## src/rtl/led_counter.sv

```systemverilog
// led_counter: debounced up/down/mode buttons drive a saturating 0..16 count.
// A mode button toggles between manual stepping and an auto up/down sweep.
//
// Ports:
//   clk, rst_n       clock, asynchronous active-low reset
//   btn_up/down/mode raw active-high buttons, asynchronous to clk
//   counter_out      registered count 0..16 for the LED thermometer
//   at_max, at_min   count is 16 / count is 0
//   mode_auto        FSM is sweeping (AUTO_UP or AUTO_DOWN)
module led_counter #(
    parameter int DEBOUNCE_CYCLES = 4,
    parameter int TICK_DIV        = 8
) (
    input  logic       clk,
    input  logic       rst_n,
    input  logic       btn_up,
    input  logic       btn_down,
    input  logic       btn_mode,
    output logic [4:0] counter_out,
    output logic       at_max,
    output logic       at_min,
    output logic       mode_auto
);

    localparam int SW = (DEBOUNCE_CYCLES > 1) ? $clog2(DEBOUNCE_CYCLES) : 1;
    localparam int TW = $clog2(TICK_DIV);
    localparam logic [SW-1:0] STAB_LAST = SW'(DEBOUNCE_CYCLES - 1);
    localparam logic [TW-1:0] TICK_LAST = TW'(TICK_DIV - 1);

    typedef enum logic [1:0] {
        MANUAL    = 2'd0,
        AUTO_UP   = 2'd1,
        AUTO_DOWN = 2'd2
    } state_t;

    state_t        state;
    logic [2:0]    raw;
    logic [2:0]    sync1;
    logic [2:0]    sync2;
    logic [2:0]    deb;
    logic [2:0]    deb_q;
    logic [2:0]    press;
    logic [SW-1:0] stab [3];
    logic [TW-1:0] tick_cnt;
    logic          tick;
    logic          press_up;
    logic          press_down;
    logic          press_mode;

    // Bit order is shared by every per-button vector below.
    assign raw = {btn_mode, btn_down, btn_up};

    always_ff @(posedge clk or negedge rst_n) begin
        if (!rst_n) begin
            sync1 <= '0;
            sync2 <= '0;
        end else begin
            sync1 <= raw;
            sync2 <= sync1;
        end
    end

    // The debounced level follows the synchronized level only after
    // DEBOUNCE_CYCLES consecutive cycles of disagreement.
    always_ff @(posedge clk or negedge rst_n) begin
        if (!rst_n) begin
            deb   <= '0;
            deb_q <= '0;
            for (int i = 0; i < 3; i++) begin
                stab[i] <= '0;
            end
        end else begin
            deb_q <= deb;
            for (int i = 0; i < 3; i++) begin
                if (sync2[i] == deb[i]) begin
                    stab[i] <= '0;
                end else if (stab[i] == STAB_LAST) begin
                    stab[i] <= '0;
                    deb[i]  <= sync2[i];
                end else begin
                    stab[i] <= stab[i] + SW'(1);
                end
            end
        end
    end

    assign press      = deb & ~deb_q;
    assign press_up   = press[0];
    assign press_down = press[1];
    assign press_mode = press[2];

    assign tick = (state != MANUAL) && (tick_cnt == TICK_LAST);

    always_ff @(posedge clk or negedge rst_n) begin
        if (!rst_n) begin
            state       <= MANUAL;
            counter_out <= '0;
            tick_cnt    <= '0;
        end else begin
            unique case (state)
                MANUAL: begin
                    tick_cnt <= '0;
                    if (press_mode) begin
                        state <= AUTO_UP;
                    end else if (press_up && !press_down) begin
                        if (counter_out < 5'd16) begin
                            counter_out <= counter_out + 5'd1;
                        end
                    end else if (press_down && !press_up) begin
                        if (counter_out != 5'd0) begin
                            counter_out <= counter_out - 5'd1;
                        end
                    end
                end
                AUTO_UP: begin
                    if (press_mode) begin
                        state    <= MANUAL;
                        tick_cnt <= '0;
                    end else if (tick) begin
                        tick_cnt <= '0;
                        // Entered already at 16: turn around at once.
                        if (counter_out >= 5'd16) begin
                            state       <= AUTO_DOWN;
                            counter_out <= 5'd15;
                        end else begin
                            counter_out <= counter_out + 5'd1;
                            if (counter_out == 5'd15) begin
                                state <= AUTO_DOWN;
                            end
                        end
                    end else begin
                        tick_cnt <= tick_cnt + TW'(1);
                    end
                end
                AUTO_DOWN: begin
                    if (press_mode) begin
                        state    <= MANUAL;
                        tick_cnt <= '0;
                    end else if (tick) begin
                        tick_cnt <= '0;
                        if (counter_out == 5'd0) begin
                            state       <= AUTO_UP;
                            counter_out <= 5'd1;
                        end else begin
                            counter_out <= counter_out - 5'd1;
                            if (counter_out == 5'd1) begin
                                state <= AUTO_UP;
                            end
                        end
                    end else begin
                        tick_cnt <= tick_cnt + TW'(1);
                    end
                end
                default: begin
                    state    <= MANUAL;
                    tick_cnt <= '0;
                end
            endcase
        end
    end

    assign at_max    = (counter_out == 5'd16);
    assign at_min    = (counter_out == 5'd0);
    assign mode_auto = (state != MANUAL);

endmodule

```

## config.mk

```make
export PLATFORM = sky130hd
export DESIGN_NAME = led_counter
export DESIGN_NICKNAME = d
export VERILOG_FILES = /design/src/rtl/led_counter.sv
export SDC_FILE = /design/constraint.sdc
export NUM_CORES = 1
export LEC_CHECK = 0
export CAP_MARGIN = 20
export CORE_UTILIZATION = 50
export CTS_BUF_LIST = sky130_fd_sc_hd__clkbuf_8 sky130_fd_sc_hd__clkbuf_16
export DETAILED_ROUTE_END_ITERATION = 10
export GPL_TIMING_DRIVEN = 0
export MAX_ROUTING_LAYER = met4
export PLACE_DENSITY = 0.7
export SYNTH_ARGS = -nofsm -noshare
export SYNTH_HDL_FRONTEND = slang
export SYNTH_SLANG_ARGS = --single-unit
```

## constraint.sdc

```tcl
create_clock -name clk -period 5.9 [get_ports clk]
set_clock_uncertainty 0.1 [all_clocks]
set_input_delay 1.18 -clock clk [delete_from_list [all_inputs] [get_ports clk]]
set_output_delay 1.18 -clock clk [all_outputs]
set_load 0.01 [all_outputs]
```

==> out/results.tsv, run 1 <==
stage	metric	value	unit
run_status	status	finished clean	
logic_synthesis	synth_cells	150	
logic_synthesis	yosysSeqAreaShare	43.89	%
floorplanning	die_area	3423	um^2
worst_setup_path	crit_buf_inv	4	
timing	slew_viol_final	0	
timing	layout_min_cycle_time	3.696	ns
clocking	post_cts.repair.setup_buffers	0	
clocking	cts_root_buffer	clkbuf_8	
worst_setup_path	crit_chain	clkbuf_1, inv_1, ha_1, or4b_4, inv_2, clkdlybuf4s50_1	
floorplanning	die_w	58.51	um
worst_setup_path	slowest_stage	or4b_4	
min_path	min_path_cells	0	
final_layout	multiInputGateArea	794.5	um^2
placement	hpwl	2189	um
logic_synthesis	synth_edf_count	0	
timing	holdWs	0.2574	ns
logic_synthesis	ys_types	39	
logic_synthesis	synth_top_cell_by_area	dfrtp_1	
detailed_routing	antenna_left	0	
logic_synthesis	syn_nets	172	
detailed_routing	drt_iter0_drc	30	
final_layout	drive_gt1_share	12.57	%
detailed_routing	drt_wl_total	2932	um
power_and_ir_drop	p_per_area	587.2	nW/um^2
logic_synthesis	synth_area_leaders	dfrtp_1 (44%), ha_1 (13%), mux2_2 (3.5%), a21oi_1 (2.8%), buf_6 (2.8%)	
detailed_routing	wl_met3	106	um
worst_setup_path	critPathLaunchType	flip-flop	
clocking	clk_path_buf_depth	2	
timing	fin_crit_sh	62.65	%
global_routing	antenna_found_initial	0	
clocking	postCtsHoldBufs	0	
job	cap_violations	0	
timing	hold_viol	0	
floorplanning	num_rows	20	
floorplanning	core-area	3053	um^2
final_layout	diodes	0	
logic_synthesis	synthArstFlopShare	100.0	%
detailed_routing	dr.max_layer_used	met4	
timing	rsz0062_at_grt	false	
worst_setup_path	critical_path.max_stage_delay	0.53	ns
detailed_routing	vias_per_cell	5.602	
clocking	htree_levels	1	
logic_synthesis	netlist.area_leader.share	43.89	%
clocking	cts_tree	done	
worst_setup_path	path_depth	6	
power_and_ir_drop	ir_drop	358.2	uV
final_layout	area_growth	16.38	%
logic_synthesis	netlist_area	1597	um^2
clocking	cts.sinks	28	
clocking	cts_resized	0	
clocking	clk_pin_slew	0.11	ns
floorplanning	design.portCount	13	
power_and_ir_drop	leakagePower	0.8502	nW
global_routing	track_usage	20.80	%
logic_synthesis	ys_warn_count	0	
worst_setup_path	worstSetupPathType	flip-flop to output port	
floorplanning	start_util	52.30	%
floorplanning	die-height	58.51	um
global_routing	grt_max_degree	23	
timing	worst_pin_slew	0.4993	ns
logic_synthesis	ys.flop_type	dfrtp_1	
worst_setup_path	r2r_cells	9	
detailed_routing	route.detailed.drc	0	
clocking	cts_buffers	3	
final_layout	regArea	700.7	um^2
power_and_ir_drop	total_power	1.091	mW
detailed_routing	drt-pass1-iter-count	4	
timing	max-slew-margin-rel	66.64	%
worst_setup_path	critical_path_arrival	2.42	ns
placement	io_buffers	12	
timing	setup_tns	0	ns
detailed_routing	via_count	1182	
final_layout	nets	190	
logic_synthesis	ys_ff_latch	28	
worst_setup_path	crit_fanout	8	
clocking	clkLatencyLatePin	0.29	ns
min_path	min_path_type	flip-flop to flip-flop	
worst_setup_path	path_delay_family	buffers and inverters	
global_routing	grt.overflow.total	0	
worst_setup_path	worstPathRequired	4.62	ns
detailed_routing	post_drt_wl_per_cell	13.90	um
worst_setup_path	crit_path_end_kind	output port	
detailed_routing	met2WireLength	1493	um
logic_synthesis	syn_avg_cell_area	10.64	um^2
timing	fmax	270.5	MHz
detailed_routing	m1WireLength	1269	um
global_routing	grt_pass1_wl	5119	um
placement	routabilityCongestion	0.8623	
final_layout	n_fill_cell	284	
timing	setup_violations	0	
global_routing	grt_pass1_vias	1154	
==> state kept, by name, indices dropped and copies added, names as in the netlist <==
signal	cells
stab	6
counter_out	5
deb	3
deb_q	3
sync1	3
sync2	3
tick_cnt	3
state	2
==> routing by layer <==
metal  vias up  GRT usage (%)
met5         -              -
met4         0          8.163
met3         8          4.615
met2        33          35.14
met1       583          24.17
li1        558              -
==> logic make-up after synthesis <==
group,after synthesis,share of synthesized area [%]
flip-flops,28,43.89
multiplexers,7,4.780
adder cells (fa/ha/maj),17,13.32
buffers and inverters,19,6.348
AND/OR/NAND/NOR,38,13.01
AO/OA/AOI/OAI,37,16.46
XOR/XNOR,4,2.194
==> cells in the mapped netlist (2+ instances only) <==
master and instances:
nor2_1 10, mux2i_1 2, a31oi_1 2, mux2_2 5, a211oi_1 2, nor2b_1 4, o211ai_1 2, inv_1 11
nor3_1 5, nand2_1 4, a21oi_1 9, a21boi_0 2, and3_1 3, dfrtp_1 28, o21ai_0 7, clkbuf_1 3
nand3_1 3, xnor2_1 4, buf_6 4, ha_1 17, a21o_1 3, nand2b_1 3
==> path summary, 6_finish.rpt <==
path / start / to / slack, ns
max: counter_out[0] / at_min / 2.20
min: sync1[0] / sync2[0] / 0.26
max reg2reg: counter_out[0] / counter_out[2] / 3.29
min reg2reg: sync1[0] / sync2[0] / 0.26
max in group asynchronous: rst_n / tick_cnt[0] / 4.16
min in group asynchronous: rst_n / counter_out[1] / 1.06
==> cells in the final DEF, fill, tap and decap left out, types with 4 or more instances in the layout <==
cell type        Yosys  routed
clkdlybuf4s50_1      0      12
nand2_1              4       4
o21ai_0              7       7
nor2b_1              4       4
dfrtp_1             28      28
inv_1               11      11
nor3_1               5       5
xnor2_1              4       4
nor2_1              10      10
a21oi_1              9       9
ha_1                17      17
mux2_2               5       5
buf_6                4       4
==> final cells by class <==
class,instances,area share [%]
Multi-Input combinational cell,103,42.76
Tap cell,44,2.963
Inverter,12,2.424
Timing Repair Buffer,13,7.273
Sequential cell,28,37.71
Buffer,7,3.030
Clock buffer,3,2.222
Clock inverter,1,1.616
==> power by group <==
group,total [mW],leakage [nW],switching (mW),internal (mW)
Clock,0.154,0.0357,0.0635,0.0910
Sequential,0.315,0.344,0.0526,0.262
Combinational,0.622,0.471,0.329,0.293
==> through the flow <==
step                worst slack, ns  std cells  util (%)  instance area (um^2)
finish                        2.204        211     60.86                  1858
global route                  2.132        211     60.86                  1858
CTS                           2.212        211     60.86                  1858
detailed placement            2.545        207     58.52                  1787
global placement              2.575        206     58.03                  1772
floorplan                     3.164        150         -                  1597
Note: power is estimated with default switching activity, not from simulation.
==> run 2: changes to the inputs <==
Clock period 5.9 ns to 3.5 ns, I/O delays scaled along.
==> results of run 2 <==
Same layout as run 1 (identical final DEF). Status: finished clean.
Among the figures that moved: setup slack after placement 2.545 ns -> 0.6251 ns; setup slack after layout 2.204 ns -> 0.2837 ns; register-to-register setup slack 3.29 ns -> 0.89 ns; total power 1.091 mW -> 1.839 mW; worst IR drop on VDD 358.2 uV -> 603.7 uV
==> run 3: changes to the inputs <==
Settings changed: CAP_MARGIN 20 to not set, CORE_UTILIZATION 50 to 57, GPL_TIMING_DRIVEN 0 to not set, PLACE_DENSITY 0.7 to 0.78.
==> run 3 against run 2 <==
Maximum frequency grew 5.1%. Combinational power shrank 8%. Wire length is essentially flat. Final cell count shrank 9.5%. Count of clock-buffer cells in the layout grew 1. First-iteration DRC count grew 23%. Die area shrank 12%. Global-route usage grew 2.5 points. Register-to-register slack gained 0.21 ns. Sequential power grew 6.8%. Via count shrank 3.5%.
==> out/results.tsv, run 3 (synthesis gave the netlist of run 1 again) <==
stage	metric	value	unit	change
run_status	status	finished clean		
global_routing	grt_pass1_wl	4823	um	-5.8%
timing	slew_viol_final	0		unchanged
clocking	clk_pin_slew	0.09	ns	-0.02 ns
placement	pre_cts_ws	0.7580	ns	
timing	layout_min_cycle_time	3.060	ns	
power_and_ir_drop	power.share.clock	11.2	%	-3.0 points
worst_setup_path	worstSetupPathType	flip-flop to output port		
detailed_routing	drt_wl_total	2931	um	about the same
final_layout	nets	184		-3.2%
power_and_ir_drop	switching_share	42.39	%	
detailed_routing	route.detailed.drc	0		unchanged
detailed_routing	via_count	1141		-3.5%
clocking	cts_tree	done		
placement	place_inst	187		-9.7%
final_layout	diodes	0		unchanged
timing	setup_violations	0		unchanged
detailed_routing	drt-pass1-iter-count	4		unchanged
worst_setup_path	critical_path_arrival	2.26	ns	-0.16 ns
final_layout	mostFrequentLayoutCell	dfrtp_1		
clocking	clkLatencyLatePin	0.27	ns	-0.02 ns
detailed_routing	vias_per_cell	5.974		+6.6%
floorplanning	die_area	3017	um^2	-12%
clocking	cts.sinks	28		unchanged
worst_setup_path	worstPathRequired	2.70	ns	
power_and_ir_drop	power_switching	0.7311	mW	
final_layout	stdcell_area	1768	um^2	-4.8%
final_layout	post-route-util	68.86	%	+8.0 points
power_and_ir_drop	power_frac_seq	32.9	%	+4.0 points
timing	setup_tns	0	ns	unchanged
power_and_ir_drop	p_per_area	975.5	nW/um^2	
timing	max-slew-margin-rel	62.55	%	-4.1 points
timing	worst_pin_slew	0.5606	ns	+0.06128 ns
timing	fin_crit_sh	87.44	%	
floorplanning	core-area	2567	um^2	-16%
clocking	cts_root_buffer	clkbuf_8		
final_layout	regArea	700.7	um^2	unchanged
floorplanning	die_w	54.93	um	-6.1%
timing	fmax	326.8	MHz	
worst_setup_path	crit_fanout	11		+3
global_routing	antenna_found_initial	0		unchanged
detailed_routing	antenna_left	0		unchanged
final_layout	area_growth	10.74	%	
global_routing	track_usage	23.28	%	+2.5 points
job	cap_violations	0		unchanged
final_layout	multiInputGateArea	794.5	um^2	unchanged
global_routing	grt_pass1_vias	1139		-1.3%
global_routing	grt.overflow.total	0		unchanged
worst_setup_path	critPathLaunchType	flip-flop		
clocking	postCtsHoldBufs	0		unchanged
placement	placed_cell_area	1713	um^2	-4.1%
worst_setup_path	crit_path_end_kind	output port		
final_layout	layout_common_cells	dfrtp_1 (28), ha_1 (17), clkdlybuf4s50_1 (12)		
power_and_ir_drop	leakagePower	0.8178	nW	-3.8%
final_layout	largest_register	stab		
final_layout	final_cells	191		-9.5%
timing	final.setup.worst_slack	0.4397	ns	
power_and_ir_drop	p_comb_share	55.9	%	-1.1 points
power_and_ir_drop	p_int	0.9936	mW	
global_routing	grt_max_degree	29		+26%
clocking	htree_levels	1		unchanged
floorplanning	die-height	54.93	um	-6.1%
placement	io_buffers	12		unchanged
clocking	clk_path_buf_depth	2		unchanged
clocking	post_cts.repair.setup_buffers	0		unchanged
power_and_ir_drop	ir_drop	620.5	uV	
final_layout	largest_reg_flops	6		unchanged
floorplanning	design.portCount	13		unchanged
final_layout	reg.largest.list	stab (6), counter_out (5)		
clocking	cts_buffers	3		unchanged
timing	rsz0062_at_grt	false		
placement	hpwl	2059	um	-6.0%
min_path	min_path_type	flip-flop to flip-flop		
final_layout	n_fill_cell	207		-27%
timing	hold_viol	0		unchanged
floorplanning	start_util	62.18	%	+9.9 points
final_layout	drive_gt1_share	11.18	%	-1.4 points
detailed_routing	post_drt_wl_per_cell	15.35	um	+10%
floorplanning	num_rows	18		-10%
clocking	cts_resized	0		unchanged
detailed_routing	drt_iter0_drc	37		+23%
placement	routabilityCongestion	0.8749		+1.5%
## run 3: through the flow
stage	power, mW	hold slack (ns)
3_5_place_dp	1.517	0.2378
4_1_cts	1.726	0.2641
6_report	1.725	0.2598
5_1_grt	1.859	0.2685
3_3_place_gp	1.476	0.2332
2_1_floorplan	1.298	0.2312
## run 3: power groups by stage
stage          clock (mW)  sequential (mW)  combinational [mW]
6_report            0.194            0.567               0.964
3_5_place_dp            0            0.571               0.946
3_3_place_gp            0            0.557               0.919
2_1_floorplan           0            0.531               0.768
4_1_cts             0.200            0.565               0.961
5_1_grt             0.211            0.584                1.06
## run 3: final timing paths
check                                from              to  slack (ns)  depth (start not counted)
min                              sync1[0]        sync2[0]        0.26                          0
max                        counter_out[0]          at_min        0.44                          5
min in group asynchronous           rst_n  counter_out[2]        0.70                          2
min reg2reg                      sync1[0]        sync2[0]        0.26                          0
max in group asynchronous           rst_n         stab[1]        2.34                          2
max reg2reg                counter_out[0]  counter_out[2]        1.10                          8
## run 3: per-layer routing
| metal | GRT usage, % | part of all wire, % | vias to the layer above |
|---|---|---|---|
| li1 | - | - | 547 |
| met1 | 26.97 | 46 | 559 |
| met2 | 40.96 | 50 | 29 |
| met3 | 4.918 | 3.4 | 6 |
| met4 | 5.833 | 0.92 | 0 |
| met5 | - | 0 | - |
## run 3: final cells by class
class | instances | area share, %
Clock buffer | 4 | 3.114
Inverter | 12 | 2.548
Multi-Input combinational cell | 103 | 44.94
Sequential cell | 28 | 39.63
Tap cell | 30 | 2.123
Timing Repair Buffer | 14 | 7.643
## run 3: worst max-delay path, cell delays in order (launching register included)
cell             delay, ns
dfrtp_1               0.51
inv_1                 0.13
ha_1                  0.20
or4b_4                0.52
inv_2                 0.10
clkdlybuf4s50_1       0.53
